`config.mk`:
```
export PLATFORM = sky130hd
export DESIGN_NAME = product_bcd_display_flat
export DESIGN_NICKNAME = d
export VERILOG_FILES = /design/src/rtl/product_bcd_display_if.sv /design/src/rtl/product_bcd_display.sv /design/src/flat_wrapper.sv
export SDC_FILE = /design/constraint.sdc
export NUM_CORES = 1
export LEC_CHECK = 0
export BUFFER_PORTS_ARGS = -buffer_cell sky130_fd_sc_hd__buf_4
export CAP_MARGIN = 20
export CORE_MARGIN = 10
export CORE_UTILIZATION = 51
export CTS_CLUSTER_DIAMETER = 80
export DETAILED_ROUTE_END_ITERATION = 16
export PLACE_DENSITY_LB_ADDON = 0.2
export SLEW_MARGIN = 25
export SYNTH_ARGS = -nofsm -noshare
export SYNTH_HDL_FRONTEND = slang
export SYNTH_SLANG_ARGS = --single-unit
```
`constraint.sdc`:
```
create_clock -name clk -period 1.8 [get_ports clk]
set_input_delay 0.18 -clock clk [delete_from_list [all_inputs] [get_ports clk]]
set_output_delay 0.18 -clock clk [all_outputs]
set_load 0.03 [all_outputs]
```
`src/rtl/product_bcd_display_if.sv`:
```
// Interface bundle for product_bcd_display: the request side (start/sign/product)
// and the registered result side (busy/done/ovf/bcd/seg/seg_minus).
interface product_bcd_display_if #(
    parameter int DW_2       = 8,
    parameter int NUM_DIGITS = 3
);
    logic                      start;
    logic                      sign;
    logic [DW_2-1:0]           product;
    logic                      busy;
    logic                      done;
    logic                      ovf;
    logic [4*NUM_DIGITS-1:0]   bcd;
    logic [7*NUM_DIGITS-1:0]   seg;
    logic                      seg_minus;

    modport master (
        output start, sign, product,
        input  busy, done, ovf, bcd, seg, seg_minus
    );

    modport slave (
        input  start, sign, product,
        output busy, done, ovf, bcd, seg, seg_minus
    );
endinterface

```
`src/rtl/product_bcd_display.sv`:
```
// product_bcd_display
//  Captures {sign, product} on a start pulse, converts the magnitude to BCD with
//  a sequential shift-add-3 (double dabble) loop, and drives 7-segment patterns
//  plus a minus segment. Results are held in output registers until the next
//  completed conversion.
//  Optional feature macro: LEADING_ZERO_BLANK_EN (blank leading zero digits above
//  digit 0 on the segment outputs; bcd is never blanked).
module product_bcd_display #(
    parameter int DW_2       = 8,
    parameter int NUM_DIGITS = 3
) (
    input  logic                    clk,
    input  logic                    rst,
    product_bcd_display_if.slave    bus
);
    localparam int BW = 4 * NUM_DIGITS;
    localparam int SW = 7 * NUM_DIGITS;
    localparam int CW = $clog2(DW_2 + 1);

    typedef enum logic [1:0] {
        ST_IDLE  = 2'd0,
        ST_SHIFT = 2'd1,
        ST_DONE  = 2'd2
    } state_t;

    state_t            state_r;
    state_t            state_s;

    logic [BW-1:0]     scratch_r;
    logic [DW_2-1:0]   mag_r;
    logic [CW-1:0]     cnt_r;
    logic              sign_r;
    logic              nonzero_r;
    logic              ovf_int_r;

    logic              busy_r;
    logic              done_r;
    logic              ovf_r;
    logic [BW-1:0]     bcd_r;
    logic [SW-1:0]     seg_r;
    logic              seg_minus_r;

    logic [BW-1:0]     adj_s;
    logic              shift_out_s;
    logic [BW-1:0]     scratch_shift_s;
    logic [DW_2-1:0]   mag_shift_s;
    logic [SW-1:0]     seg_s;

    // 7-segment encoding of one BCD digit, gfedcba, active-high
    function automatic logic [6:0] seg7(input logic [3:0] digit);
        logic [6:0] pat;
        case (digit)
            4'd0:    pat = 7'h3F;
            4'd1:    pat = 7'h06;
            4'd2:    pat = 7'h5B;
            4'd3:    pat = 7'h4F;
            4'd4:    pat = 7'h66;
            4'd5:    pat = 7'h6D;
            4'd6:    pat = 7'h7D;
            4'd7:    pat = 7'h07;
            4'd8:    pat = 7'h7F;
            4'd9:    pat = 7'h6F;
            default: pat = 7'h00;
        endcase
        return pat;
    endfunction

    // One double-dabble step: add 3 to nibbles >= 5, then shift {scratch, mag} left
    always_comb begin
        adj_s = scratch_r;
        for (int i = 0; i < NUM_DIGITS; i++) begin
            if (scratch_r[4*i +: 4] >= 4'd5) begin
                adj_s[4*i +: 4] = scratch_r[4*i +: 4] + 4'd3;
            end else begin
                adj_s[4*i +: 4] = scratch_r[4*i +: 4];
            end
        end
        {shift_out_s, scratch_shift_s, mag_shift_s} = {adj_s, mag_r, 1'b0};
    end

    // Segment patterns for the finished scratch value, with optional zero blanking
    always_comb begin
`ifdef LEADING_ZERO_BLANK_EN
        logic zero_run_s;
        zero_run_s = 1'b1;
`endif
        seg_s = '0;
        for (int i = NUM_DIGITS - 1; i >= 0; i--) begin
            seg_s[7*i +: 7] = seg7(scratch_r[4*i +: 4]);
`ifdef LEADING_ZERO_BLANK_EN
            // Digit 0 is always shown, so a zero result still displays "0"
            if (zero_run_s && (scratch_r[4*i +: 4] == 4'd0) && (i > 0)) begin
                seg_s[7*i +: 7] = 7'h00;
            end else begin
                zero_run_s = 1'b0;
            end
`endif
        end
    end

    // Next-state logic for IDLE -> SHIFT (DW_2 cycles) -> DONE -> IDLE
    always_comb begin
        state_s = state_r;
        case (state_r)
            ST_IDLE: begin
                if (bus.start) begin
                    state_s = ST_SHIFT;
                end else begin
                    state_s = ST_IDLE;
                end
            end
            ST_SHIFT: begin
                if (cnt_r == CW'(1)) begin
                    state_s = ST_DONE;
                end else begin
                    state_s = ST_SHIFT;
                end
            end
            ST_DONE: begin
                state_s = ST_IDLE;
            end
            default: begin
                state_s = ST_IDLE;
            end
        endcase
    end

    // State register
    always_ff @(posedge clk or negedge rst) begin
        if (!rst) begin
            state_r <= ST_IDLE;
        end else begin
            state_r <= state_s;
        end
    end

    // Conversion datapath and registered outputs; start outside IDLE is ignored
    always_ff @(posedge clk or negedge rst) begin
        if (!rst) begin
            scratch_r   <= '0;
            mag_r       <= '0;
            cnt_r       <= '0;
            sign_r      <= 1'b0;
            nonzero_r   <= 1'b0;
            ovf_int_r   <= 1'b0;
            busy_r      <= 1'b0;
            done_r      <= 1'b0;
            ovf_r       <= 1'b0;
            bcd_r       <= '0;
            seg_r       <= '0;
            seg_minus_r <= 1'b0;
        end else begin
            case (state_r)
                ST_IDLE: begin
                    done_r <= 1'b0;
                    if (bus.start) begin
                        sign_r    <= bus.sign;
                        nonzero_r <= (bus.product != '0);
                        mag_r     <= bus.product;
                        scratch_r <= '0;
                        cnt_r     <= CW'(DW_2);
                        ovf_int_r <= 1'b0;
                        busy_r    <= 1'b1;
                    end
                end
                ST_SHIFT: begin
                    done_r    <= 1'b0;
                    scratch_r <= scratch_shift_s;
                    mag_r     <= mag_shift_s;
                    cnt_r     <= cnt_r - CW'(1);
                    // A carry out of the top digit means the value needs more digits
                    ovf_int_r <= ovf_int_r | shift_out_s;
                end
                ST_DONE: begin
                    bcd_r       <= scratch_r;
                    seg_r       <= seg_s;
                    // Negative zero is shown without a minus sign
                    seg_minus_r <= sign_r & nonzero_r;
                    ovf_r       <= ovf_int_r;
                    done_r      <= 1'b1;
                    busy_r      <= 1'b0;
                end
                default: begin
                    done_r <= 1'b0;
                    busy_r <= 1'b0;
                end
            endcase
        end
    end

    assign bus.busy      = busy_r;
    assign bus.done      = done_r;
    assign bus.ovf       = ovf_r;
    assign bus.bcd       = bcd_r;
    assign bus.seg       = seg_r;
    assign bus.seg_minus = seg_minus_r;

endmodule

```
`src/flat_wrapper.sv`:
```
// flat-port wrapper written by rule: the top's interface ports become plain ports
module product_bcd_display_flat 
#(
    parameter int DW_2       = 8,
    parameter int NUM_DIGITS = 3
)
  (clk, rst, bus_start, bus_sign, bus_product, bus_busy, bus_done, bus_ovf, bus_bcd, bus_seg, bus_seg_minus);
  product_bcd_display_if #(.DW_2(DW_2), .NUM_DIGITS(NUM_DIGITS)) bus_i ();
  input  logic clk;
  input  logic rst;
  input wire logic [$bits(bus_i.start)-1:0] bus_start;
  input wire logic [$bits(bus_i.sign)-1:0] bus_sign;
  input wire logic [$bits(bus_i.product)-1:0] bus_product;
  output wire logic [$bits(bus_i.busy)-1:0] bus_busy;
  output wire logic [$bits(bus_i.done)-1:0] bus_done;
  output wire logic [$bits(bus_i.ovf)-1:0] bus_ovf;
  output wire logic [$bits(bus_i.bcd)-1:0] bus_bcd;
  output wire logic [$bits(bus_i.seg)-1:0] bus_seg;
  output wire logic [$bits(bus_i.seg_minus)-1:0] bus_seg_minus;
  assign bus_i.start = bus_start;
  assign bus_i.sign = bus_sign;
  assign bus_i.product = bus_product;
  assign bus_busy = bus_i.busy;
  assign bus_done = bus_i.done;
  assign bus_ovf = bus_i.ovf;
  assign bus_bcd = bus_i.bcd;
  assign bus_seg = bus_i.seg;
  assign bus_seg_minus = bus_i.seg_minus;
  product_bcd_display #(.DW_2(DW_2), .NUM_DIGITS(NUM_DIGITS)) u_core (.clk(clk), .rst(rst), .bus(bus_i));
endmodule
```
==> results.sh, run 1 <==
export IMPL_ys_seq_elements=66
export IMPL_synthFlopType="dfrtp_1"
export IMPL_gp_congestion=0.802
export IMPL_setup_viol=0
export IMPL_track_usage_pct=15.6
export IMPL_final_fill_count=543
export IMPL_antenna_found_initial=0
export IMPL_rows=29
export IMPL_cts_made_buffers=9
export IMPL_die_area_mm2=0.0100
export IMPL_tritoncts="built"
export IMPL_maxCapViolations=0
export IMPL_worst_pin_slew_ns=0.464
export IMPL_clk_insertion_delay_late_ns=0.33
export IMPL_min_path_type="primary input to flop"
export IMPL_syn_area_mm2=0.00326
export IMPL_relSlewSlack_pct=69.1
export IMPL_ys_types=37
export IMPL_fin_cells=478
export IMPL_cts_setup_buffers=0
export IMPL_setup_slack_ns=0.242
export IMPL_ys_warn_count=0
export IMPL_finalMaxSlewViolations=0
export IMPL_cts_clk_slew_worst_paths_ns=0.07
export IMPL_run_status="finished clean"
export IMPL_start_util_pct=52.0
export IMPL_num_vias=2633
export IMPL_antenna_left=0
export IMPL_tns_ns=0
export IMPL_drive_gt1_share_pct=21.7
export IMPL_via_per_inst=5.51
export IMPL_end_kind="flop"
export IMPL_syn_inst=341
export IMPL_required_ns=2.01
export IMPL_grt_max_degree=61
export IMPL_ys_seq_area_share_pct=50.6
export IMPL_clock_skew_ns=0.00659
export IMPL_core_mm2=0.00628
export IMPL_rrSetupSlack_ns=0.24
export IMPL_place_ws_ns=0.263
export IMPL_multi_input_comb_area_mm2=0.00147
export IMPL_die_w_um=100
export IMPL_grt_pass1_vias=2631
export IMPL_synth_area_leader_cell="dfrtp_1"
export IMPL_htree_num_levels=3
export IMPL_dp_hpwl_mm=5.32
export IMPL_layout_commonest_cell="dfrtp_1"
export IMPL_cts_root_buf="clkbuf_8"
export IMPL_synth_top_area_share_pct=50.6
export IMPL_drtPass1Iterations=4
export IMPL_die_y_um=100
export IMPL_most_common_layout_cells="dfrtp_1 (66), buf_4 (62), nand2_1 (54)"
export IMPL_nNetsFinal=430
export IMPL_wl_mm=7.43
export IMPL_synthTopCellsByArea="dfrtp_1 (51%), ha_1 (8.0%), o21ai_0 (6.4%), nand2_1 (6.2%), a21oi_1 (3.4%)"
export IMPL_synthToLayoutAreaGrowth_pct=22.8
export IMPL_rsz0062_at_grt="no"
export IMPL_p_leak_nw=1.96
export IMPL_fin_crit_ns=1.56
export IMPL_fin_crit_sh_pct=86.5
export IMPL_critPathKind="flop to flop"
export IMPL_final_seq_area_mm2=0.00165
export IMPL_grt_overflow=0
export IMPL_crit_arrival_ns=1.77
export IMPL_wire_per_inst_um=15.5
export IMPL_pin_count=49
export IMPL_avgSynthCellArea_um2=9.57
export IMPL_grt_pass1_wl_mm=12.8
export IMPL_port_buffer_count=48
export IMPL_fin_hold_ws_ns=0.0440
export IMPL_hold_viol=0
export IMPL_p_per_area_mw_per_mm2=1920
export IMPL_synth_edf_count=0
export IMPL_drtIter0Drc=182
export IMPL_place_inst=462
export IMPL_drc=0
export IMPL_max_freq_mhz=642
export IMPL_cp_max_fo=6
export IMPL_syn_nets=374
export IMPL_num_antenna_cells=0
export IMPL_numClockSinks=66
export IMPL_vdd_drop_max_mv=1.09
export IMPL_critPathLaunchType="flop"
export IMPL_async_flop_share_pct=100
export IMPL_max_clock_path_buffers=2
[Yosys cell counts, types with 2 or more instances]
library cell	n
a31oi_1	9
a22oi_1	5
o311ai_0	5
nor4_1	3
nor2_1	18
nor2b_1	7
a21oi_1	22
a21o_1	2
nand2_1	54
o211ai_1	2
ha_1	21
a211oi_1	2
mux2i_1	2
a22o_1	4
nand3_1	6
buf_2	10
xnor2_1	3
dfrtp_1	66
xor2_1	2
o31ai_1	2
mux2_2	4
clkbuf_1	9
o21ai_0	42
a32o_1	2
o22ai_1	8
inv_1	14
nand2b_1	7
[power breakdown]
| part | switching [mW] | internal (mW) |
|---|---|---|
| clock | 0.538 | 0.822 |
| combinational | 2.21 | 1.53 |
| sequential | 0.516 | 2.08 |
[stage by stage]
stage	power, mW	cell area, um^2	util (%)
6_report	7.70	4010	63.9
5_1_grt	8.32	4010	63.9
4_1_cts	7.75	4010	63.9
3_5_place_dp	6.37	3780	60.2
3_3_place_gp	6.25	3780	60.2
2_1_floorplan	5.06	3260	-
[sequential cells by signal, summed over array words and instances (netlist names)]
name                  flops
u_core.bus.busy           1
u_core.ovf_int_r          1
u_core.cnt_r              4
u_core.bus.done           1
u_core.nonzero_r          1
u_core.scratch_r         12
u_core.bus.seg_minus      1
u_core.bus.ovf            1
u_core.state_r            2
u_core.bus.seg           21
u_core.mag_r              8
u_core.bus.bcd           12
u_core.sign_r             1
[area by class of cell]
cell class              instances  area share [%]
clock inverters                 1           0.749
repair buffers                 65            12.9
clock buffers                  14            4.80
multi-input cells             240            36.6
inverters                      15            1.40
well taps                      77            2.40
flip-flops and latches         66            41.2
[cell families after synthesis]
logic type | count (synthesis) | share of synthesized area (%)
muxes | 6 | 1.99
DFF | 66 | 50.6
adders and majority gates | 21 | 8.05
buffers and inverters | 35 | 4.52
xor gates and xnor gates | 5 | 1.34
and+or+nand+nor | 102 | 14.1
AOI/OAI and AO/OA | 106 | 19.4
[worst paths after layout]
check / startpoint / endpoint / cells past startpoint
max in group asynchronous: rst / u_core.scratch_r[3] / 3
setup / recovery: u_core.scratch_r[1] / u_core.scratch_r[1] / 7
min in group asynchronous: rst / u_core.bus.seg[6] / 2
hold reg to reg: u_core.bus.seg[8] / u_core.bus.seg[8] / 2
hold / removal: bus_sign / u_core.sign_r / 3
setup reg to reg: u_core.scratch_r[1] / u_core.scratch_r[1] / 7
[worst max-delay path, stage by stage, from the launching register on]
cell,delay (ns)
dfrtp_1,0.38
inv_1,0.17
ha_1,0.29
nand2b_1,0.09
a21oi_1,0.15
buf_4,0.16
xnor2_1,0.11
o22ai_1,0.09
[layer usage]
layer / track usage [%] / wire length, um / vias to the layer above
li1: - / - / 1295
met1: 21.1 / 3510 / 1252
met2: 23.3 / 3290 / 76
met3: 4.05 / 505 / 10
met4: 6.52 / 118 / 0
met5: 0 / 0 / -
[what timing repair did]
item,CTS,global route
hold buffers,1,0
endpoints found under the hold margin,16,0
gates resized for setup,0,0
Power figures use the tool's default switching activity.
==> inputs of run 2 (changes only) <==
--- a/config.mk
+++ b/config.mk
@@ -12,6 +12,7 @@
 export CTS_CLUSTER_DIAMETER = 80
 export DETAILED_ROUTE_END_ITERATION = 16
 export PLACE_DENSITY_LB_ADDON = 0.2
+export RECOVER_POWER = 25
 export SLEW_MARGIN = 25
 export SYNTH_ARGS = -nofsm -noshare
 export SYNTH_HDL_FRONTEND = slang
==> run 2 against run 1 <==
Combinational power barely moved. Highest routed layer unchanged. Clock power is essentially flat. Clock skew hardly changed. Critical path type unchanged. Setup slack improved by 0.00053 ns. Via count fell by 0.15%. Critical path depth unchanged.
==> results.sh, run 2 (synthesis results as in run 1) <==
export IMPL_antenna_left=0
export IMPL_p_per_area_mw_per_mm2=1920
export IMPL_rsz0062_at_grt="no"
export IMPL_max_freq_mhz=642
export IMPL_max_clock_path_buffers=2
export IMPL_most_common_layout_cells="dfrtp_1 (66), buf_4 (61), nand2_1 (54)"
export IMPL_finalMaxSlewViolations=0
export IMPL_top_layer="met4"
export IMPL_setup_viol=0
export IMPL_track_usage_pct=15.6
export IMPL_endpoint="u_core.scratch_r[1]"
export IMPL_pin_count=49
export IMPL_min_from="bus_sign"
export IMPL_post_route_cell_area_mm2=0.00400
export IMPL_tns_ns=0
export IMPL_tritoncts="built"
export IMPL_critPathLaunchType="flop"
export IMPL_drc=0
export IMPL_wl_met3_um=518
export IMPL_cts_resized=0
export IMPL_die_area_mm2=0.0100
export IMPL_startpoint="u_core.scratch_r[1]"
export IMPL_maxCapViolations=0
export IMPL_run_status="finished clean"
export IMPL_wl_met1_mm=3.47
export IMPL_largest_reg_flops=21
export IMPL_fin_crit_sh_pct=86.5
export IMPL_num_antenna_cells=0
export IMPL_utilization_pct=63.7
export IMPL_rrSetupSlack_ns=0.24
export IMPL_start_util_pct=52.0
export IMPL_met2_length_mm=3.33
export IMPL_clock_skew_ns=0.00670
export IMPL_fin_hold_ws_ns=0.0452
export IMPL_drive_gt1_share_pct=21.4
export IMPL_cts_clk_slew_worst_paths_ns=0.07
export IMPL_hold_viol=0
export IMPL_via_per_inst=5.50
export IMPL_core_mm2=0.00628
export IMPL_crit_arrival_ns=1.77
export IMPL_wl_mm=7.40
export IMPL_fin_crit_ns=1.56
export IMPL_wire_per_inst_um=15.5
export IMPL_reg2regPathDepth=7
export IMPL_grt_max_degree=61
export IMPL_grt_overflow=0
export IMPL_cts_root_buf="clkbuf_8"
export IMPL_drtIter0Drc=168
export IMPL_total_power_mw=7.69
export IMPL_cts_made_buffers=9
export IMPL_layout_commonest_cell="dfrtp_1"
export IMPL_clk_insertion_delay_late_ns=0.33
export IMPL_reg2reg_from="u_core.scratch_r[1]"
export IMPL_end_kind="flop"
export IMPL_min_path_type="primary input to flop"
export IMPL_num_vias=2629
export IMPL_gp_congestion=0.802
export IMPL_grt_pass1_wl_mm=12.8
export IMPL_cp_max_fo=6
export IMPL_rows=29
export IMPL_synthToLayoutAreaGrowth_pct=22.5
export IMPL_worst_pin_slew_ns=0.952
export IMPL_vdd_drop_max_mv=1.09
export IMPL_numClockSinks=66
export IMPL_nNetsFinal=430
export IMPL_htree_num_levels=3
export IMPL_relSlewSlack_pct=36.5
export IMPL_critPathKind="flop to flop"
export IMPL_reg2reg_to="u_core.scratch_r[1]"
export IMPL_grt_pass1_vias=2631
export IMPL_required_ns=2.01
export IMPL_port_buffer_count=48
export IMPL_die_w_um=100
export IMPL_drtPass1Iterations=4
export IMPL_die_y_um=100
export IMPL_p_leak_nw=1.95
export IMPL_dp_hpwl_mm=5.32
export IMPL_place_area_mm2=0.00378
export IMPL_antenna_found_initial=0
[run 2: changes by cell type in the layout (fill, tap and decap cells not counted), sizes merged]
cell | before | now
clkbuf | 14 | 15
buf | 64 | 63
[run 2: per-stage QoR]
stage / setup WS [ns] / cells
after floorplan: 0.0981 / 341
after global placement: 0.326 / 462
after detailed placement: 0.263 / 462
after CTS: 0.266 / 478
after global routing: 0.0601 / 478
final: 0.243 / 478
[run 2: how the worst min path moves through the flow]
stage	depth (start not counted)	end
6_report	3	u_core.sign_r
5_1_grt	3	u_core.sign_r
4_1_cts	3	u_core.sign_r
3_5_place_dp	1	u_core.bus.seg[6]
3_3_place_gp	1	u_core.bus.seg[6]
2_1_floorplan	0	u_core.bus.bcd[0]
[run 2: area by class of cell]
type	count	area [um^2]
Timing Repair Buffer	65	503
Tap cell	77	96.3
Clock inverter	1	30.0
Clock buffer	14	193
Multi-Input combinational cell	240	1470
Inverter	15	56.3
Fill cell	546	2280
Sequential cell	66	1650
[run 2: power by group]
| group | leakage, nW | internal, mW | switching (mW) |
|---|---|---|---|
| Clock | 0.115 | 0.822 | 0.538 |
| Sequential | 0.845 | 2.08 | 0.515 |
| Combinational | 0.992 | 1.52 | 2.21 |
[run 2: timing repair]
action / in CTS / in global routing
buffers inserted: 0 / 0
hold buffers: 1 / 0
hold endpoints to repair: 16 / 0
[run 2: critical path, stage by stage (launching register included)]
cell	delay, ns
dfrtp_1	0.38
inv_1	0.17
ha_1	0.29
nand2b_1	0.09
a21oi_1	0.15
buf_4	0.16
xnor2_1	0.11
o22ai_1	0.09
[run 2: layer usage]
| metal | GRT usage, % | vias to the layer above |
|---|---|---|
| met3 | 4.05 | 6 |
| met4 | 6.52 | 0 |
| met2 | 23.3 | 77 |
| li1 | - | 1298 |
| met5 | 0 | - |
| met1 | 21.1 | 1248 |
